### config.mk
export PLATFORM = sky130hd
export DESIGN_NAME = alu_share_arb
export DESIGN_NICKNAME = d
export VERILOG_FILES = /design/src/rtl/alu_pkg.sv /design/src/rtl/main_alu.sv /design/src/rtl/alu_share_arb.sv
export SDC_FILE = /design/constraint.sdc
export NUM_CORES = 1
export LEC_CHECK = 0
export BUFFER_PORTS_ARGS = -buffer_cell sky130_fd_sc_hd__buf_4
export CAP_MARGIN = 10
export CORE_MARGIN = 1
export CORE_UTILIZATION = 39
export DETAILED_ROUTE_END_ITERATION = 7
export PLACE_DENSITY_LB_ADDON = 0.2
export RECOVER_POWER = 50
export SKIP_CTS_REPAIR_TIMING = 1
export SLEW_MARGIN = 40
export SYNTH_ARGS = -nofsm -noshare
export SYNTH_HDL_FRONTEND = slang
export SYNTH_SLANG_ARGS = --single-unit
### constraint.sdc
create_clock -name clk -period 7.5 [get_ports clk]
set_input_delay 1.5 -clock clk [delete_from_list [all_inputs] [get_ports clk]]
set_output_delay 1.5 -clock clk [all_outputs]
set_load 0.05 [all_outputs]
### src/rtl/alu_pkg.sv
// Shared definitions for the ALU sharing block: op encodings, client ids, default width.
package alu_pkg;

  localparam int DEF_WIDTH = 32;

  typedef enum logic [1:0] {
    ALU_XNOR = 2'b00,
    ALU_ADD  = 2'b01,
    ALU_AND  = 2'b10,
    ALU_SUB  = 2'b11
  } alu_op_e;

  localparam logic CLI_EX = 1'b0;
  localparam logic CLI_BR = 1'b1;

endpackage

### src/rtl/main_alu.sv
// Combinational 32-bit ALU shared by the execute stage and the branch/address unit.
module main_alu
  import alu_pkg::*;
#(
  parameter int WIDTH = DEF_WIDTH
) (
  input  logic [WIDTH-1:0] a,
  input  logic [WIDTH-1:0] b,
  input  logic [1:0]       ALU_op,
  output logic [WIDTH-1:0] result,
  output logic             zero
);

  // Operation select; carry and borrow fall off the top (modulo 2^WIDTH).
  always_comb begin
    result = '0;
    case (alu_op_e'(ALU_op))
      ALU_XNOR: result = ~(a ^ b);
      ALU_ADD:  result = a + b;
      ALU_AND:  result = a & b;
      ALU_SUB:  result = a - b;
      default:  result = '0;
    endcase
  end

  assign zero = (result == '0);

endmodule

### src/rtl/alu_share_arb.sv
// Round-robin arbiter plus two-stage pipeline sharing main_alu between two clients.
// A grant at edge E0 registers the operands; the ALU result is captured at E1 and
// strobed to the issuing client for the single cycle E1..E2.
module alu_share_arb
  import alu_pkg::*;
#(
  parameter int WIDTH = DEF_WIDTH,
  parameter int CNT_W = 16
) (
  input  logic             clk,
  input  logic             rst_n,
  input  logic             req_valid_0,
  input  logic             req_valid_1,
  output logic             req_ready_0,
  output logic             req_ready_1,
  input  logic [WIDTH-1:0] req_a_0,
  input  logic [WIDTH-1:0] req_b_0,
  input  logic [WIDTH-1:0] req_a_1,
  input  logic [WIDTH-1:0] req_b_1,
  input  logic [1:0]       req_op_0,
  input  logic [1:0]       req_op_1,
  output logic             resp_valid_0,
  output logic             resp_valid_1,
  output logic [WIDTH-1:0] resp_result,
  output logic             resp_zero,
  output logic [CNT_W-1:0] issue_cnt_0,
  output logic [CNT_W-1:0] issue_cnt_1
);

  localparam logic [CNT_W-1:0] CNT_ONE = CNT_W'(1);
  localparam logic [CNT_W-1:0] CNT_MAX = '1;

  logic             rr;
  logic             gnt;
  logic             gnt_id;
  logic             s1_valid;
  logic             s1_id;
  logic [WIDTH-1:0] s1_a;
  logic [WIDTH-1:0] s1_b;
  logic [1:0]       s1_op;
  logic             s2_valid;
  logic             s2_id;
  logic [WIDTH-1:0] alu_result;
  logic             alu_zero;

  // Readies are forced low during reset so nothing can look granted while rr is being cleared.
  assign req_ready_0 = rst_n && req_valid_0 && (!req_valid_1 || rr == CLI_EX);
  assign req_ready_1 = rst_n && req_valid_1 && (!req_valid_0 || rr == CLI_BR);
  assign gnt         = req_ready_0 || req_ready_1;
  assign gnt_id      = req_ready_1;

  // Round-robin pointer: after a grant, the other client has priority.
  always_ff @(posedge clk or negedge rst_n) begin
    if (!rst_n) begin
      rr <= CLI_EX;
    end else if (gnt) begin
      rr <= ~gnt_id;
    end
  end

  // Issue register: capture the granted operation; data holds when idle.
  always_ff @(posedge clk or negedge rst_n) begin
    if (!rst_n) begin
      s1_valid <= 1'b0;
      s1_id    <= CLI_EX;
      s1_a     <= '0;
      s1_b     <= '0;
      s1_op    <= '0;
    end else begin
      s1_valid <= gnt;
      if (gnt) begin
        s1_id <= gnt_id;
        s1_a  <= gnt_id ? req_a_1  : req_a_0;
        s1_b  <= gnt_id ? req_b_1  : req_b_0;
        s1_op <= gnt_id ? req_op_1 : req_op_0;
      end
    end
  end

  main_alu #(
    .WIDTH (WIDTH)
  ) u_main_alu (
    .a      (s1_a),
    .b      (s1_b),
    .ALU_op (s1_op),
    .result (alu_result),
    .zero   (alu_zero)
  );

  // Response register: result and zero flag captured from the ALU when stage 1 holds an op.
  always_ff @(posedge clk or negedge rst_n) begin
    if (!rst_n) begin
      s2_valid    <= 1'b0;
      s2_id       <= CLI_EX;
      resp_result <= '0;
      resp_zero   <= 1'b1;
    end else begin
      s2_valid <= s1_valid;
      if (s1_valid) begin
        s2_id       <= s1_id;
        resp_result <= alu_result;
        resp_zero   <= alu_zero;
      end
    end
  end

  assign resp_valid_0 = s2_valid && (s2_id == CLI_EX);
  assign resp_valid_1 = s2_valid && (s2_id == CLI_BR);

  // Per-client issue counters, saturating at all-ones.
  always_ff @(posedge clk or negedge rst_n) begin
    if (!rst_n) begin
      issue_cnt_0 <= '0;
      issue_cnt_1 <= '0;
    end else begin
      if (req_ready_0 && issue_cnt_0 != CNT_MAX) issue_cnt_0 <= issue_cnt_0 + CNT_ONE;
      if (req_ready_1 && issue_cnt_1 != CNT_MAX) issue_cnt_1 <= issue_cnt_1 + CNT_ONE;
    end
  end

endmodule

==> flow_metrics.env, run 1 <==
export IMPL_run_status="complete, but fails checks"
export IMPL_failed_checks="design-rule violations, max-capacitance violations, max-slew violations"
export IMPL_fillers=2251
export IMPL_min_delay_worst_endpoint="resp_result[2]"
export IMPL_final_critical_path_setup_slack_ps=2570
export IMPL_yosys_warnings=0
export IMPL_r2r_end="resp_zero"
export IMPL_track_usage_pct=23.9
export IMPL_grt_first_pass_wirelength_um=44800
export IMPL_worst_ir_drop_vdd_uv=159
export IMPL_maxSlewViolCount=111
export IMPL_detailedPlace_worstSlack_ps=2710
export IMPL_timing_hold_worst_class="flip-flop to flip-flop"
export IMPL_syn_cell_area_um2=9250
export IMPL_first_pass_iters=8
export IMPL_synth_enable_flop_cells=0
export IMPL_area_growth_syn_to_layout_pct=24.0
export IMPL_fin_hold_ws_ps=478
export IMPL_timing_clock_skew_ps=11.1
export IMPL_detailedRoute_firstIterationViolations=1029
export IMPL_drt_drc_violations_left=11
export IMPL_flip_flop_cell_with_the_highest_count_after_synthesis="sky130_fd_sc_hd__dfrtp_1"
export IMPL_critPathArrivalTime_ps=5260
export IMPL_grt_remaining_overflow=0
export IMPL_clock_tree_root_cell="sky130_fd_sc_hd__clkbuf_16"
export IMPL_slew_headroom_pct=-95.9
export IMPL_unrepaired_setup_endpoints_after_global_routing="false"
export IMPL_synth_top_area_share_pct=36.5
export IMPL_setup_worst_path_end_class="flip-flop"
export IMPL_layout_cell_share_with_drive_strength_beyond_1_pct=21.1
export IMPL_power_static_leakage_nw=5.54
export IMPL_cts_inserted_buffers=17
export IMPL_timing_reg2reg_worst_path_depth=17
export IMPL_fin_tns_setup_ps=0
export IMPL_synthArstFlopShare_pct=100
export IMPL_drv_max_cap_violation_count=2
export IMPL_cts_tree="done"
export IMPL_clock_tree_htree_level_count=4
export IMPL_postRouteAntennaNets=0
export IMPL_clkSinkCount=136
export IMPL_final_hold_violation_count=0
export IMPL_dieHeight_um=156
export IMPL_max_freq_mhz=203
export IMPL_setup_violations_final=0
export IMPL_fin_nets=1384
export IMPL_reg2reg_from="s1_b[4]"
export IMPL_synth_seq_area_share_pct=36.8
export IMPL_postSynthRegisterBits=136
export IMPL_fin_cells=1508
export IMPL_grt_pass1_vias=7943
export IMPL_grt_start_max_net_pins=86
export IMPL_p_per_area_nw_per_um2=321
export IMPL_fp_dieW_um=156
export IMPL_holdCritStartpoint="resp_result[2]"
export IMPL_post_drt_wl_per_cell_um=18.7
export IMPL_top_cells_by_area_in_the_synthesized_netlist="sky130_fd_sc_hd__dfrtp_1, sky130_fd_sc_hd__ha_1, sky130_fd_sc_hd__a222oi_1"
export IMPL_final_min_period_over_clock_period_pct=65.8
export IMPL_post_synth_num_cell_types=74
export IMPL_tightest_slew_ps=2940
export IMPL_i_o_pin_count=205
export IMPL_mappedNetlistNets=1209
export IMPL_clk_pin_slew_worst_paths_ps=70
export IMPL_period_minus_slack_ps=4930
export IMPL_initial_core_util_pct=40.3
export IMPL_synth_area_per_cell_um2=9.20
export IMPL_mostFrequentLayoutCell="sky130_fd_sc_hd__buf_4"
export IMPL_hold_path_cell_count=1
export IMPL_largest_driver_fanout_on_the_critical_path=9
export IMPL_detailroute_via_count=8387
export IMPL_die_area_um2=24300
export IMPL_finalWeightedCongestion=0.937
export IMPL_critical_path_rt_ps=7830
export IMPL_clock_insertion_delay_at_the_later_pin_of_the_skew_report_ps=440
export IMPL_portbufs=204
export IMPL_dp_final_hpwl_um=21300
export IMPL_cp_start_kind="flip-flop"
export IMPL_wl_um=28200
export IMPL_cell_count_after_synthesis=1006
export IMPL_largest_area_contributor_in_the_netlist="sky130_fd_sc_hd__dfrtp_1"
export IMPL_placeableCoreArea_um2=23000
export IMPL_placed_cells_incl_taps=1475
export IMPL_timing_worst_setup_path_type="flip-flop to flip-flop"
export IMPL_clock_tree_buffer_depth=2
export IMPL_antenna_found_initial=0
export IMPL_commonest_non_fill_non_tap_cells_in_the_layout="sky130_fd_sc_hd__buf_4, sky130_fd_sc_hd__dfrtp_1, sky130_fd_sc_hd__inv_1, sky130_fd_sc_hd__nand2_1, sky130_fd_sc_hd__nor2_1"
export IMPL_post_drt_via_cell_ratio=5.56
export IMPL_placement_rows=55
export IMPL_worst_r2r_setup_slack_ps=2570
-- stage by stage --
step,cell area [um^2],power [W],util (%)
floorplan,9250,0.00236,-
global placement,11000,0.00288,48.0
detailed placement,11000,0.00290,48.0
CTS,11600,0.00375,50.5
global route,11500,0.00392,49.9
finish,11500,0.00369,49.9
-- cell type report --
| type | instances | area (um^2) | share of cell area, % |
|---|---|---|---|
| Clock inverter | 15 | 153 | 1.33 |
| Inverter | 99 | 372 | 3.24 |
| Antenna cell | 1 | 2.50 | 0.0218 |
| Sequential cell | 136 | 3410 | 29.7 |
| Multi-Input combinational cell | 716 | 5260 | 45.9 |
| Timing Repair Buffer | 211 | 1460 | 12.7 |
| Tap cell | 313 | 392 | 3.41 |
| Clock buffer | 17 | 425 | 3.71 |
-- per-layer routing --
metal	global-route usage [%]	vias to the layer above	share of wire (%)
met2	34.2	332	42
met1	34.8	3973	48
li1	-	4059	-
met4	6.49	0	1.2
met3	6.56	23	8.6
met5	0	-	0
-- Yosys cell counts, types with 7 or more instances --
cell type / n
sky130_fd_sc_hd__nand2_1: 69
sky130_fd_sc_hd__a31oi_1: 8
sky130_fd_sc_hd__dfrtp_1: 135
sky130_fd_sc_hd__mux2_2: 12
sky130_fd_sc_hd__nor2_1: 67
sky130_fd_sc_hd__nand3_1: 25
sky130_fd_sc_hd__o211ai_1: 8
sky130_fd_sc_hd__a222oi_1: 63
sky130_fd_sc_hd__nor3_1: 14
sky130_fd_sc_hd__mux2i_1: 21
sky130_fd_sc_hd__o21ai_1: 8
sky130_fd_sc_hd__nand4_1: 17
sky130_fd_sc_hd__a211oi_1: 13
sky130_fd_sc_hd__or3_1: 10
sky130_fd_sc_hd__nor2b_1: 10
sky130_fd_sc_hd__o21ai_0: 37
sky130_fd_sc_hd__xor2_1: 29
sky130_fd_sc_hd__o31ai_1: 7
sky130_fd_sc_hd__clkbuf_1: 41
sky130_fd_sc_hd__o21a_1: 10
sky130_fd_sc_hd__inv_1: 98
sky130_fd_sc_hd__a21oi_1: 59
sky130_fd_sc_hd__ha_1: 66
sky130_fd_sc_hd__xnor2_1: 49
sky130_fd_sc_hd__a21o_1: 14
sky130_fd_sc_hd__and3_1: 18
-- worst max-delay path by stage --
stage	start	to	slack, ps	depth (start not counted)
after floorplan	s1_b[7]	resp_zero	3270	17
after global placement	s1_b[4]	resp_zero	2770	16
after detailed placement	s1_b[4]	resp_zero	2710	16
after CTS	s1_b[4]	resp_zero	2680	16
after global routing	rst_n	s1_op[0]	2150	2
final	s1_b[4]	resp_zero	2570	17
-- registers in the layout, summed over array words and instances (netlist names) --
signal and cells:
s1_b 32, s1_valid 1, resp_result 32, s1_op 2
issue_cnt_1 16, s1_a 32, s2_valid 1, rr 1
s1_id 1, s2_id 1, issue_cnt_0 16, resp_zero 1
-- power breakdown --
| part | total (W) | internal [W] | leakage, nW | switching, W |
|---|---|---|---|---|
| Clock | 0.000836 | 0.000443 | 0.275 | 0.000393 |
| Combinational | 0.00180 | 0.000630 | 3.59 | 0.00116 |
| Sequential | 0.00106 | 0.000889 | 1.67 | 0.000167 |
| Total | 0.00369 | 0.00196 | 5.54 | 0.00172 |
-- worst max-delay path, stage by stage, from the launching register on --
cell,delay (ps)
sky130_fd_sc_hd__dfrtp_1,450
sky130_fd_sc_hd__nor4_1,670
sky130_fd_sc_hd__nand2_1,290
sky130_fd_sc_hd__nor3_1,460
sky130_fd_sc_hd__nand2_1,230
sky130_fd_sc_hd__o21ai_0,270
sky130_fd_sc_hd__xor2_1,170
sky130_fd_sc_hd__ha_1,350
sky130_fd_sc_hd__o21ai_0,340
sky130_fd_sc_hd__o21ai_0,160
sky130_fd_sc_hd__a31o_2,240
sky130_fd_sc_hd__a21oi_1,250
sky130_fd_sc_hd__nand2_1,90
sky130_fd_sc_hd__a21oi_1,130
sky130_fd_sc_hd__o21ai_1,80
sky130_fd_sc_hd__o311a_1,190
sky130_fd_sc_hd__a2bb2oi_1,150
sky130_fd_sc_hd__o32ai_2,280
-- logic make-up after synthesis --
kind of cell	share of synthesized area [%]
AOI/OAI and AO/OA	22.1
DFF	36.8
muxes	3.73
buffers and inverters	6.57
adders and majority gates	9.14
and+or+nand+nor	14.3
xor gates and xnor gates	7.38
(Power assumes the default switching activity.)
==> run 2, diff against run 1 <==
==> constraint.sdc (replaced) <==
create_clock -name clk -period 4.8 [get_ports clk]
set_input_delay 0.96 -clock clk [delete_from_list [all_inputs] [get_ports clk]]
set_output_delay 0.96 -clock clk [all_outputs]
set_load 0.05 [all_outputs]
==> run 2 against run 1 <==
  * Die area unchanged
  * Non-clock buffer count rose by 15
  * The flow finishes with violations (max-capacitance violations, max-slew violations)
  * Global-route usage decreased by 0.25 points
==> flow_metrics.env, run 2 (synthesis gave the netlist of run 1 again) <==
export IMPL_cts_inserted_buffers=17
export IMPL_clkSinkCount=136
export IMPL_post_drt_via_cell_ratio=5.58
export IMPL_grt_first_pass_wirelength_um=44200
export IMPL_final_hold_violation_count=0
export IMPL_drt_drc_violations_left=0
export IMPL_clk_pin_slew_worst_paths_ps=70
export IMPL_grt_start_max_net_pins=66
export IMPL_i_o_pin_count=205
export IMPL_grt_use_met2_pct=34.0
export IMPL_dp_final_hpwl_um=21700
export IMPL_setup_violations_final=0
export IMPL_first_pass_iters=8
export IMPL_critical_path_rt_ps=5150
export IMPL_critPathArrivalTime_ps=4930
export IMPL_fin_tns_setup_ps=0
export IMPL_antenna_cells=0
export IMPL_tightest_slew_ps=1650
export IMPL_clock_tree_buffer_depth=2
export IMPL_portbufs=204
export IMPL_p_per_area_nw_per_um2=498
export IMPL_final_core_utilization_pct=50.4
export IMPL_critPathTopFamily="simple AND/OR/NAND/NOR gates"
export IMPL_timing_hold_worst_class="flip-flop to flip-flop"
export IMPL_mostFrequentLayoutCell="sky130_fd_sc_hd__buf_4"
export IMPL_placeableCoreArea_um2=23000
export IMPL_initial_core_util_pct=40.3
export IMPL_worst_ir_drop_vdd_uv=239
export IMPL_run_status="complete, but fails checks"
export IMPL_setup_worst_path_end_class="flip-flop"
export IMPL_cp_slowest_cell="sky130_fd_sc_hd__or4_4"
export IMPL_gr_usage_met3_pct=6.44
export IMPL_clock_insertion_delay_at_the_later_pin_of_the_skew_report_ps=430
export IMPL_fin_nets=1399
export IMPL_dieHeight_um=156
export IMPL_finalWeightedCongestion=0.880
export IMPL_final_min_period_over_clock_period_pct=95.3
export IMPL_largest_driver_fanout_on_the_critical_path=6
export IMPL_fillers=2276
export IMPL_slew_headroom_pct=-11.1
export IMPL_clock_tree_htree_level_count=4
export IMPL_cts_tree="done"
export IMPL_antenna_found_initial=0
export IMPL_fp_dieW_um=156
export IMPL_drv_max_cap_violation_count=1
export IMPL_grt_busiest_layer="met1"
export IMPL_grt_remaining_overflow=0
export IMPL_layout_cell_share_with_drive_strength_beyond_1_pct=22.7
export IMPL_grt_util_met1_pct=34.6
export IMPL_track_usage_pct=23.6
export IMPL_period_minus_slack_ps=4580
export IMPL_crit_top_cell="sky130_fd_sc_hd__a21o_1"
export IMPL_timing_critical_path_slowest_cell_delay_ps=590
export IMPL_placement_rows=55
export IMPL_worstPathCellList="or4_4 -> or2_2 -> nor3_1 -> nand3b_1 -> nor2_1 -> inv_1 -> o21ai_0 -> xor2_1 -> ha_1 -> a21o_1 -> a21o_1 -> a21o_1 -> a221o_1 -> a211oi_2 -> and4_1 -> nand4_1 -> o32ai_2"
export IMPL_unrepaired_setup_endpoints_after_global_routing="false"
export IMPL_clock_tree_root_cell="sky130_fd_sc_hd__clkbuf_16"
export IMPL_post_drt_wl_per_cell_um=18.6
export IMPL_max_freq_mhz=219
export IMPL_cp_buffers_inverters=1
export IMPL_maxSlewViolCount=20
export IMPL_cp_start_kind="flip-flop"
export IMPL_detailedRoute_firstIterationViolations=957
export IMPL_grt_pass1_vias=7862
export IMPL_power_static_leakage_nw=5.61
export IMPL_area_growth_syn_to_layout_pct=25.3
export IMPL_postRouteAntennaNets=0
export IMPL_wl_um=28300
export IMPL_timing_clock_skew_ps=12.4
export IMPL_biggestRegsByFlops="resp_result (32), s1_a (32), s1_b (32)"
export IMPL_commonest_non_fill_non_tap_cells_in_the_layout="sky130_fd_sc_hd__buf_4, sky130_fd_sc_hd__dfrtp_1, sky130_fd_sc_hd__inv_1, sky130_fd_sc_hd__nand2_1, sky130_fd_sc_hd__nor2_1"
export IMPL_detailroute_via_count=8487
export IMPL_die_area_um2=24300
export IMPL_failed_checks="max-capacitance violations, max-slew violations"
export IMPL_timing_worst_setup_path_type="flip-flop to flip-flop"
==> run 2: power by group <==
part | switching [W] | internal (W)
logic | 0.00182 | 0.00103
clock network | 0.000583 | 0.000683
registers | 0.000268 | 0.00139
==> run 2: metal layers <==
metal  up-vias  routed length, um  part of all wire (%)
met2       330              11900                    42
met1      4030              13800                    49
li1       4101                  -                     -
met4         0                362                   1.3
met3        26               2240                   7.9
met5         -                  0                     0
==> run 2: worst paths after layout <==
kind,start,end,slack [ps],cells after the start
setup / recovery,s1_b[9],resp_zero,220,17
hold reg to reg,s1_id,s1_id,480,1
hold / removal,s1_id,s1_id,480,1
min in group asynchronous,rst_n,issue_cnt_0[0],830,1
setup reg to reg,s1_b[9],resp_zero,220,17
max in group asynchronous,rst_n,s1_valid,1450,3
==> run 2: per-stage QoR <==
step	setup WS, ps	instance area, um^2	total power [W]	cells	hold slack [ps]
final	224	11600	0.00577	1522	476
after detailed placement	47.9	11100	0.00457	1488	464
after global placement	144	11100	0.00455	1487	462
after floorplan	568	9250	0.00369	1006	352
after CTS	32.5	11700	0.00586	1520	372
after global routing	4.42	11600	0.00614	1522	499
==> run 2: cell type report <==
| cell class | instances | area [um^2] | share of cell area (%) |
|---|---|---|---|
| multi-input combinational | 716 | 5280 | 45.6 |
| sequential | 136 | 3410 | 29.4 |
| timing repair buffer | 226 | 1580 | 13.7 |
| clock buffer | 18 | 429 | 3.70 |
| tap | 313 | 392 | 3.38 |
| inverter | 99 | 372 | 3.21 |
| clock inverter | 14 | 128 | 1.10 |
